==> src/rtl/hazard_scoreboard.sv <==
// Decode-stage hazard and forwarding controller: per-operand bypass selection, load-use and
// condition-flag stalls, and a countdown scoreboard for one multi-cycle (mul/div) unit.
module hazard_scoreboard #(
  parameter int AW         = 5,
  parameter int NFWD       = 3,
  parameter int LATW       = 5,
  parameter int COND_DEPTH = 1,
  parameter int ZERO_HW    = 1
) (
  input  logic                        clk,
  input  logic                        rst_n,
  input  logic                        d_valid,
  input  logic                        d_flush,
  input  logic [AW-1:0]               d_ra,
  input  logic [AW-1:0]               d_rb,
  input  logic                        d_need_ra,
  input  logic                        d_need_rb,
  input  logic                        d_wreg,
  input  logic [AW-1:0]               d_rn,
  input  logic                        d_mc,
  input  logic [LATW-1:0]             d_mc_lat,
  input  logic                        d_need_cond,
  input  logic [NFWD-1:0]             s_wreg,
  input  logic [NFWD*AW-1:0]          s_rn,
  input  logic [NFWD-1:0]             s_ready,
  input  logic [NFWD-1:0]             s_setcond,
  output logic                        d_available,
  output logic [$clog2(NFWD+1)-1:0]   fwd_q1,
  output logic [$clog2(NFWD+1)-1:0]   fwd_q2,
  output logic                        mc_busy,
  output logic                        mc_done,
  output logic [AW-1:0]               mc_rn,
  output logic [31:0]                 stall_cnt
);

  localparam int FW = $clog2(NFWD + 1);

  typedef struct packed {
    logic [FW-1:0] sel;
    logic          stall;
  } fwd_t;

  logic [LATW-1:0] cnt;
  fwd_t            op_a, op_b;
  logic            live_a, live_b, live_d;
  logic            cond_stall, mc_stall, any_stall, issue;

  function automatic logic live(input logic need, input logic [AW-1:0] r);
    return need && !((ZERO_HW != 0) && (r == '0));
  endfunction

  // Scan oldest to youngest so the youngest matching stage overwrites and wins; a not-ready
  // youngest match stalls rather than letting an older ready copy bypass past it.
  function automatic fwd_t resolve(input logic need, input logic [AW-1:0] r,
                                   input logic [NFWD-1:0] wreg, input logic [NFWD*AW-1:0] rn,
                                   input logic [NFWD-1:0] rdy);
    fwd_t f;
    f = '0;
    if (live(need, r)) begin
      for (int k = NFWD - 1; k >= 0; k--) begin
        if (wreg[k] && (rn[k*AW +: AW] == r)) begin
          f.sel   = FW'(k + 1);
          f.stall = ~rdy[k];
        end
      end
    end
    return f;
  endfunction

  assign mc_busy = (cnt != '0);
  assign mc_done = (cnt == LATW'(1));

  // NOTE: every always_comb output gets a default first so no path leaves it unassigned (no latch).
  always_comb begin
    op_a       = resolve(d_need_ra, d_ra, s_wreg, s_rn, s_ready);
    op_b       = resolve(d_need_rb, d_rb, s_wreg, s_rn, s_ready);
    live_a     = live(d_need_ra, d_ra);
    live_b     = live(d_need_rb, d_rb);
    live_d     = live(d_wreg, d_rn);
    cond_stall = d_need_cond && (|s_setcond[COND_DEPTH-1:0]);
    mc_stall   = 1'b0;
    if (mc_busy) begin
      mc_stall = (live_a && (d_ra == mc_rn)) || (live_b && (d_rb == mc_rn)) ||
                 (live_d && (d_rn == mc_rn)) || d_mc;
    end
    any_stall   = d_valid && (op_a.stall || op_b.stall || cond_stall || mc_stall);
    d_available = ~any_stall;
    fwd_q1      = op_a.sel;
    fwd_q2      = op_b.sel;
    issue       = d_valid && d_available && !d_flush;
  end

  // NOTE: sequential state uses non-blocking assignments so all registers update from pre-edge values.
  always_ff @(posedge clk or negedge rst_n) begin
    if (!rst_n) begin
      cnt       <= '0;
      mc_rn     <= '0;
      stall_cnt <= '0;
    end else begin
      // A flush in D never cancels an operation already in flight.
      if (cnt != '0) begin
        cnt <= cnt - LATW'(1);
      end else if (issue && d_mc) begin
        cnt   <= (d_mc_lat == '0) ? LATW'(1) : d_mc_lat;
        mc_rn <= d_rn;
      end
      if (any_stall && !d_flush && (stall_cnt != '1)) begin
        stall_cnt <= stall_cnt + 32'd1;
      end
    end
  end

endmodule
==> config.mk <==
export PLATFORM = sky130hd
export DESIGN_NAME = hazard_scoreboard
export DESIGN_NICKNAME = d
export VERILOG_FILES = /design/src/rtl/hazard_scoreboard.sv
export SDC_FILE = /design/constraint.sdc
export NUM_CORES = 1
export LEC_CHECK = 0
export ABC_AREA = 1
export CAP_MARGIN = 20
export CORE_UTILIZATION = 50
export CTS_CLUSTER_SIZE = 30
export DETAILED_ROUTE_END_ITERATION = 12
export GPL_ROUTABILITY_DRIVEN = 0
export PLACE_DENSITY_LB_ADDON = 0.08
export SYNTH_ARGS = -nofsm -noshare
export SYNTH_HDL_FRONTEND = slang
export SYNTH_SLANG_ARGS = --single-unit
export TNS_END_PERCENT = 50
==> constraint.sdc <==
create_clock -name clk -period 2.9 [get_ports clk]
set_clock_uncertainty 0.2 [all_clocks]
set_input_delay 0.58 -clock clk [delete_from_list [all_inputs] [get_ports clk]]
set_output_delay 0.58 -clock clk [all_outputs]
set_load 0.05 [all_outputs]
==> Word-level counts from Yosys, hierarchy flattened <==
Index checks and enable logic that the tools add are counted.
{ "word_totals": {"output_inout_bits": 44, "reg_bits": 42, "inputBits": 53} }
{ "classes": {"n_bitwise": 5, "add_sub_neg": 2, "muxes": 12, "n_eq_ne": 11, "reduce_logical": 36} }
{ "op_table": {"columns": ["cell", "count"], "rows": [
  ["5-bit == test", 9],
  ["32-bit by 1-bit adder with 32-bit output (second input constant)", 1],
  ["32-bit inequality test (second input constant)", 1],
  ["3-bit 2-to-1 mux", 8],
  ["5-bit zero test", 4],
  ["1-bit logical AND", 19],
  ["5-bit 2-to-1 mux", 3],
  ["1-bit logical OR", 6],
  ["5-bit by 1-bit == test with 1-bit output (second input constant)", 1],
  ["1-bit inverter", 5],
  ["5-bit nonzero test", 1],
  ["5-bit by 1-bit subtractor with 5-bit output (second input constant)", 1],
  ["1-bit zero test", 4],
  ["2-bit AND reduction", 1],
  ["2-bit nonzero test", 1],
  ["1-bit 2-to-1 mux", 1]
]} }

==> Logic depth before layout (Yosys ltp) <==
Gate-level depths: netlist of the first run.
{ "logic_depth": {"ltp_word": 16, "mapped_depth": 16} }

==> Worst setup path before layout of the first run <==
No wires, ideal clock.
{ "synth_path": {"path_kind": "input port to output port", "startpoint": "input s_rn[13]", "endpoint": "output fwd_q2[1]", "arrival_time_ns": 2.196, "stages": 7, "required_ns": 2.120, "slack_ns": -0.076, "path_cell_list": "inv_1 o21ai_0 nor2_1 nand2_1 nor2_1 inv_1 a211oi_1"} }
{ "synth_between": {"elab_chain_cells": 6} }
{ "synth_lines": {"columns": ["element", "line", "text"], "rows": [
  ["from (decl)", "24", "input logic [NFWD*AW-1:0] s_rn,"],
  ["5-bit == test", "61", "if (wreg[k] && (rn[k*AW +: AW] == r)) begin"],
  ["1-bit logical AND", "61", null],
  ["3-bit 2-to-1 mux (3 in a row)", "61", null],
  ["3-bit 2-to-1 mux", "59", "if (live(need, r)) begin"],
  ["to (decl)", "29", "output logic [$clog2(NFWD+1)-1:0] fwd_q2,"]
]} }
No other way between the ends.

==> Final worst setup path of the first run <==
{ "layout_path": {"startpoint": "input d_ra[1]", "endpoint": "output d_available"} }
{ "layout_between": {"elab_chain_cells": 11, "word_cells_on_any_way": 24, "classes_between": "4 x eq/ne; 5 x mux; 1 x bitwise; 14 x reduce/logical"} }
{ "layout_lines": {"columns": ["element", "line", "text"], "rows": [
  ["from (decl)", "14", "input logic [AW-1:0] d_ra,"],
  ["5-bit == test / 5-bit zero test (equally long branches)", "61, 49", null],
  ["1-bit logical AND / 1-bit zero test (equally long branches)", "61, 49", null],
  ["3-bit 2-to-1 mux / 1-bit logical AND (equally long branches)", "61, 49", null],
  ["3-bit 2-to-1 mux / 1-bit logical AND (equally long branches)", "61, 83", null],
  ["3-bit 2-to-1 mux / 1-bit logical OR (equally long branches)", "61, 83", null],
  ["3-bit 2-to-1 mux / 1-bit logical OR (equally long branches)", "59, 83", null],
  ["1-bit logical OR (on tied branches)", "86, 84", null],
  ["1-bit logical OR / 1-bit 2-to-1 mux (equally long branches)", "86, 82", null],
  ["1-bit logical OR (*)", "86", "any_stall = d_valid && (op_a.stall || op_b.stall || cond_stall || mc_stall);"],
  ["1-bit logical AND (*)", "86", null],
  ["1-bit inverter (*)", "87", "d_available = ~any_stall;"],
  ["to (decl)", "27", "output logic d_available,"]
]} }
Every way passes the cells marked *; elsewhere a longest branch is shown, timed or not.

==> metrics.cfg, run 1 <==
[sta]
clock.fmax_ghz = 0.356
tightest_slew_ps = 1010
slew_violations = 0
hold_violations = 0
timing.final.crit_period_ps = 2810
maxSlewHeadroom = 0.327
setup_total_negative_slack_ps = 0
finalSetupViolations = 0
final.period_utilization = 0.969
post-route-worst-setup-slack_ps = 89.7

[floorplanning]
row_count = 30
floorplan.die_area_um2 = 7600
pin_count = 97
dieWidth_um = 87.2
core-area_um2 = 6910
floorplan.initialDensity = 0.525
fp.dieH_um = 87.2

[yosys]
mappedNetlistArea_um2 = 3630
synth_nets = 643
synth_sequential_area_ratio = 0.290
synth_cell_type_count = 30
syn_inst = 587
syn_area_per_cell_um2 = 6.18
synthesis.yosys.warnings = 0
ys_seq_elements = 42

[clock_network]
clock_tree.buffer_depth = 2
clock_tree.root_cell = clkbuf_8
clkLatencyLatePin_ps = 300
cts-buffers-inserted = 5
cts_tree = yes
clock_sinks = 42
h-tree-depth = 2
clock_slew_seen_by_the_registers_of_the_worst_setup_and_hold_paths_ps = 90

[worst_setup_path]
critPathLaunchType = primary input
end_kind = primary output
worstPathMaxFanout = 4
required_ps = 2120
criticalPathCategory = in2out
timing.critical_path.arrival_ps = 2030

[status]
status = completed

[detailed_routing]
finalWirelength_mm = 11.3
drc_errors = 0
route.detailed.vias_per_inst = 5.42
dr_total_vias = 4371
drt-initial-drc-count = 259
detail_route.wl_per_cell_um = 13.9
drt.antenna.violating_nets = 0
total_iterations_of_the_first_detailed_routing_run = 5

[pwr]
maximum_resistive_drop_on_vdd_mv = 0.338
cellPowerDensity_nw_per_um2 = 446
power.static_leakage_nw = 2.57
overall_power_consumption_mw = 2.24

[layout]
combined_area_of_the_multi_input_logic_cells_um2 = 2280
ff_latch_area_um2 = 1050
layout.filler_cells = 621
nets = 766
diodes_inserted = 0
instances_no_fill = 807
layout-drive-gt1-share = 0.148
stdcell_area_um2 = 5020
area_delta_synth_final_pct = 38.4

[placement]
postPlaceCellArea_um2 = 4890
dp.cells = 795
port-buffer-count = 94
placement.setup.worst_slack_ps = -310
hpwlAfterDp_mm = 8.47

[worst_hold_path]
min_path_type = in2async

[flow_run]
timing.max_cap.violations = 0

[grt]
grt_usage = 0.306
grt_max_degree = 43
gr-total-overflow = 0
global_route_wire_length_before_repair_mm = 18.5
grt_antenna_before_repair = 0
grt_pass1_vias = 4104

==> flip-flops by register name, indices dropped and copies added (netlist names) <==
signal,cells
stall_cnt,32
mc_rn,5
cnt,5
==> cell usage in the layout (no fill, tap or decap), types with 7 or more instances in the layout <==
cell / instances
nor2_2: 12
inv_2: 16
nand2_1: 218
nand3_1: 20
clkbuf_2: 9
dlygate4sd2_1: 16
o21ai_1: 8
a21oi_1: 8
buf_4: 34
dfrtp_1: 42
inv_1: 56
xor2_1: 27
nand4_1: 45
xnor2_1: 7
nor2_1: 60
nor3_1: 17
nor4_1: 7
clkdlybuf4s50_1: 55
==> power breakdown <==
group | leakage (nW) | total (mW) | switching [mW] | internal (mW)
Combinational | 1.96 | 1.04 | 0.646 | 0.398
Clock | 0.0452 | 0.389 | 0.218 | 0.170
Sequential | 0.565 | 0.803 | 0.128 | 0.676
Total | 2.57 | 2.24 | 0.992 | 1.24
==> final timing paths <==
path | from | slack [ps] | endpoint | cells after the start
min reg2reg | stall_cnt[31]$_DFFE_PN0P_ | 320 | stall_cnt[31]$_DFFE_PN0P_ | 2
max | d_ra[1] | 90 | d_available | 13
max reg2reg | stall_cnt[1]$_DFFE_PN0P_ | 470 | stall_cnt[26]$_DFFE_PN0P_ | 13
max in group asynchronous | rst_n | 1620 | stall_cnt[31]$_DFFE_PN0P_ | 1
min | rst_n | 240 | cnt[3]$_DFFE_PN0P_ | 1
min in group clk | stall_cnt[31]$_DFFE_PN0P_ | 320 | stall_cnt[31]$_DFFE_PN0P_ | 2
==> layout make-up <==
cell class / count / share of cell area
well taps: 96 / 0.0239
inverters: 74 / 0.0554
clock inverters: 2 / 0.00274
repair buffers: 129 / 0.240
multi-input cells: 458 / 0.454
flip-flops and latches: 42 / 0.209
clock buffers: 6 / 0.0145
==> metrics by stage <==
step            util  hold WS [ps]
2_1_floorplan      -          84.4
3_3_place_gp   0.709           316
3_5_place_dp   0.709           304
4_1_cts        0.725           281
5_1_grt        0.726           310
6_report       0.726           239
==> timing repair <==
action | in CTS | in global routing
endpoints found under the setup margin | 6 | 4
resized for setup | 43 | 36
hold buffers | 0 | 0
buffers inserted | 4 | 0
cloned | 0 | 0
pin swaps | 15 | 22
==> critical path, cell delays in order <==
cell and delay, ps:
dlygate4sd2_1 280, buf_4 150, nand2_1 60, nand4_1 110, nor2_2 210, nor2_1 70, nand2_1 60, nand2_1 60
nand2_2 110, nor2_4 60, nor2_4 100, inv_2 50, buf_8 140
==> cells in the mapped netlist <==
| cell | instances | share of area |
|---|---|---|
| nand2_2 | 4 | 0.0069 |
| clkinv_1 | 2 | 0.0021 |
| o211ai_1 | 1 | 0.0021 |
| a22oi_1 | 1 | 0.0021 |
| inv_2 | 12 | 0.012 |
| or2_2 | 1 | 0.0017 |
| dfrtp_1 | 42 | 0.29 |
| a211oi_1 | 2 | 0.0041 |
| nor3_1 | 17 | 0.023 |
| nor4_2 | 1 | 0.0035 |
| nor2_1 | 68 | 0.070 |
| a21oi_1 | 9 | 0.012 |
| nand4_4 | 1 | 0.0059 |
| inv_1 | 60 | 0.062 |
| clkbuf_1 | 6 | 0.0062 |
| nand2_1 | 219 | 0.23 |
| mux2i_1 | 1 | 0.0028 |
| buf_2 | 4 | 0.0055 |
| xnor2_1 | 7 | 0.017 |
| o21ai_0 | 6 | 0.0083 |
| nor2_2 | 4 | 0.0069 |
| nor2_4 | 3 | 0.0093 |
| buf_6 | 3 | 0.0093 |
| nand4_1 | 45 | 0.078 |
| o21ai_1 | 8 | 0.011 |
| nor4_1 | 7 | 0.012 |
| or2_4 | 1 | 0.0024 |
| ha_1 | 3 | 0.010 |
| nand3_1 | 22 | 0.030 |
| xor2_1 | 27 | 0.065 |
==> cell families (layout without fill, tap and decap cells) <==
family | after synthesis | after routing | share of synthesized area
AND/OR/NAND/NOR | 393 | 393 | 0.477
buffers and inverters | 87 | 211 | 0.0977
flip-flops | 42 | 42 | 0.290
XOR/XNOR | 34 | 34 | 0.0821
AO/OA/AOI/OAI | 27 | 27 | 0.0400
adder cells (fa/ha/maj) | 3 | 3 | 0.0104
multiplexers | 1 | 1 | 0.00276
==> metal layers <==
| metal | global-route usage | vias to the layer above | share of wire | wire [um] |
|---|---|---|---|---|
| li1 | - | 2124 | - | - |
| met1 | 0.385 | 1998 | 0.42 | 4680 |
| met2 | 0.543 | 223 | 0.49 | 5510 |
| met3 | 0.0389 | 26 | 0.078 | 873 |
| met4 | 0.103 | 0 | 0.017 | 191 |
| met5 | 0 | - | 0 | 0 |
No activity file was read; power rests on OpenSTA's default activity.
==> run 2, diff against run 1 <==
Settings changed: CORE_UTILIZATION 50 to 51, CTS_BUF_LIST set to sky130_fd_sc_hd__clkbuf_8.
==> run 2 against run 1 <==
Net effect:
- global-route usage up 0.17 points
- routed wire length is 0.42% higher
- core utilization grew 1.5 points
- setup slack worse by 17 ps
- cell count shrank 0.12%
- via count shrank 0.94%
- first-iteration DRC count up 1.2%
- power is 4.0% higher
- non-clock buffer count down 1
==> metrics.cfg, run 2 (synthesis results as in run 1) <==
[sta]
final.period_utilization = 0.975  ; +0.00590
slew_violations = 0  ; unchanged
timing.final.crit_period_ps = 2830  ; +17.1 ps
clock.fmax_ghz = 0.354  ; -0.60%
setup_total_negative_slack_ps = 0  ; unchanged
hold_violations = 0  ; unchanged
tightest_slew_ps = 986  ; -24.1 ps
maxSlewHeadroom = 0.343  ; +0.0161
grt_setup_unrepaired = yes
finalSetupViolations = 0  ; unchanged

[clock_network]
clock_slew_seen_by_the_registers_of_the_worst_setup_and_hold_paths_ps = 80  ; about the same
cts-buffers-inserted = 5  ; unchanged
ctsHoldBuffers = 0  ; unchanged
clock_tree.buffer_depth = 2  ; unchanged
clock_tree.root_cell = clkbuf_8
h-tree-depth = 2  ; unchanged
clock_sinks = 42  ; unchanged
clkLatencyLatePin_ps = 300  ; about the same
cts_tree = yes

[grt]
grt_antenna_before_repair = 0  ; unchanged
grt_usage = 0.308  ; +0.00174
grt_pass1_vias = 4073  ; -0.76%
global_route_wire_length_before_repair_mm = 18.5  ; unchanged
grt_max_degree = 43  ; unchanged
gr-total-overflow = 0  ; unchanged

[layout]
instances_no_fill = 806  ; -0.12%
largest_reg_flops = 32  ; unchanged
diodes_inserted = 0  ; unchanged
area_delta_synth_final_pct = 39.6
top_register = stall_cnt
layout_commonest_cell = nand2_1
final_core_utilization = 0.741  ; +0.0146
nets = 765  ; -0.13%
largest_registers = stall_cnt: 32 flops, cnt: 5 flops, mc_rn: 5 flops
layout-drive-gt1-share = 0.148  ; +0.000208
stdcell_area_um2 = 5060  ; +0.90%
final_cell_mix = nand2_1 (218), nor2_1 (62), clkdlybuf4s50_1 (54), inv_1 (53), nand4_1 (45)

[floorplanning]
floorplan.die_area_um2 = 7450  ; -1.9%
pin_count = 97  ; unchanged
floorplan.initialDensity = 0.531  ; +0.00577
fp.dieH_um = 86.3  ; -0.96%
dieWidth_um = 86.3  ; -0.96%
row_count = 30  ; unchanged
core-area_um2 = 6830  ; -1.1%

[status]
status = completed

[detailed_routing]
drt-initial-drc-count = 262  ; +1.2%
drt.antenna.violating_nets = 0  ; unchanged
drc_errors = 0  ; unchanged
total_iterations_of_the_first_detailed_routing_run = 5  ; unchanged
dr_total_vias = 4330  ; -0.94%
route.detailed.vias_per_inst = 5.37  ; -0.82%
detail_route.wl_per_cell_um = 14.0  ; +0.54%
finalWirelength_mm = 11.3  ; +0.42%

[pwr]
power.static_leakage_nw = 2.59  ; +0.74%
cellPowerDensity_nw_per_um2 = 459  ; +3.1%
net-switching-power_mw = 0.986  ; -0.59%
overall_power_consumption_mw = 2.33  ; +4.0%
maximum_resistive_drop_on_vdd_mv = 0.293  ; -13%
register_share_of_total_power = 0.345  ; -0.014
switching_share = 0.424  ; -0.0195
power.combinational.fraction = 0.451  ; -0.016
cell_internal_pwr_mw = 1.34  ; +7.6%
clk_pwr_share = 0.203  ; +0.029

[worst_setup_path]
criticalPathCategory = in2out
timing.critical_path.arrival_ps = 2050  ; +20 ps
critPathLaunchType = primary input
worstPathMaxFanout = 3  ; -1
end_kind = primary output
startpoint = s_rn[6]
r2r_worst_path_depth = 10  ; -3
required_ps = 2120  ; about the same
rr_startpoint = stall_cnt[2]$_DFFE_PN0P_

[worst_hold_path]
min_path_type = in2async

[placement]
dp.cells = 793  ; -0.25%
hpwlAfterDp_mm = 8.51  ; +0.55%
postPlaceCellArea_um2 = 4890  ; about the same
port-buffer-count = 94  ; unchanged

[flow_run]
timing.max_cap.violations = 0  ; unchanged

==> run 2: cell types whose count changed in the layout (fill, tap and decap cells not counted), moves of 2 or more <==
cell    delta
buf_4      -2
nor2_4     +2
nor2_2     -4
inv_2      +3
nor2_1     +2
inv_1      -3
==> run 2: worst paths after layout <==
path                                              to  slack (ps)
max                                      d_available          70
min                             mc_rn[3]$_DFFE_PN0P_         240
max reg2reg                stall_cnt[31]$_DFFE_PN0P_         470
min reg2reg                stall_cnt[31]$_DFFE_PN0P_         330
max in group asynchronous   stall_cnt[3]$_DFFE_PN0P_        1650
min in group clk           stall_cnt[31]$_DFFE_PN0P_         330
==> run 2: cell type report <==
class,instances,area (um^2)
Tap cell,96,120
Multi-Input combinational cell,458,2280
Clock inverter,3,43.8
Clock buffer,5,68.8
Inverter,74,278
Fill cell,576,1770
Timing Repair Buffer,128,1220
Sequential cell,42,1050
==> run 2: metrics by stage <==
step	worst slack, ps	hold slack, ps
floorplan	-71.4	84.4
global placement	-260	314
detailed placement	-331	315
CTS	0.912	268
global route	-56.7	323
finish	72.6	240
==> run 2: power groups by stage <==
stage	Clock [mW]	Sequential (mW)	Combinational, mW
floorplan	0	0.965	0.481
global placement	0	0.808	1.00
detailed placement	0	0.812	1.03
finish	0.473	0.803	1.05
global route	0.504	0.818	1.14
CTS	0.484	0.802	1.04
==> run 2: metal layers <==
metal  routed length, um  vias to the layer above  share of wire  track usage
li1                    -                     2118              -            -
met1                4590                     1953           0.41        0.380
met2                5400                      220           0.48        0.542
met3                 950                       39          0.084       0.0429
met4                 353                        0          0.031        0.124
met5                   0                        -              0            0
==> run 2: repair_timing <==
item                       in CTS  in global routing
buffers inserted                5                  0
gates resized for setup        46                 36
setup endpoints to repair       5                  4
pin swaps                      15                 14
==> run 2: worst max-delay path: stages <==
cell and delay, ps:
dlygate4sd2_1 250, inv_1 60, nand2_1 50, nand2_1 50, nor2_1 140, nand3_2 120, nor2_1 140, nor2_2 50
nand2_1 90, nand2_1 60, nand2_2 100, nor2_4 60, nor2_4 90, inv_2 50, buf_8 140
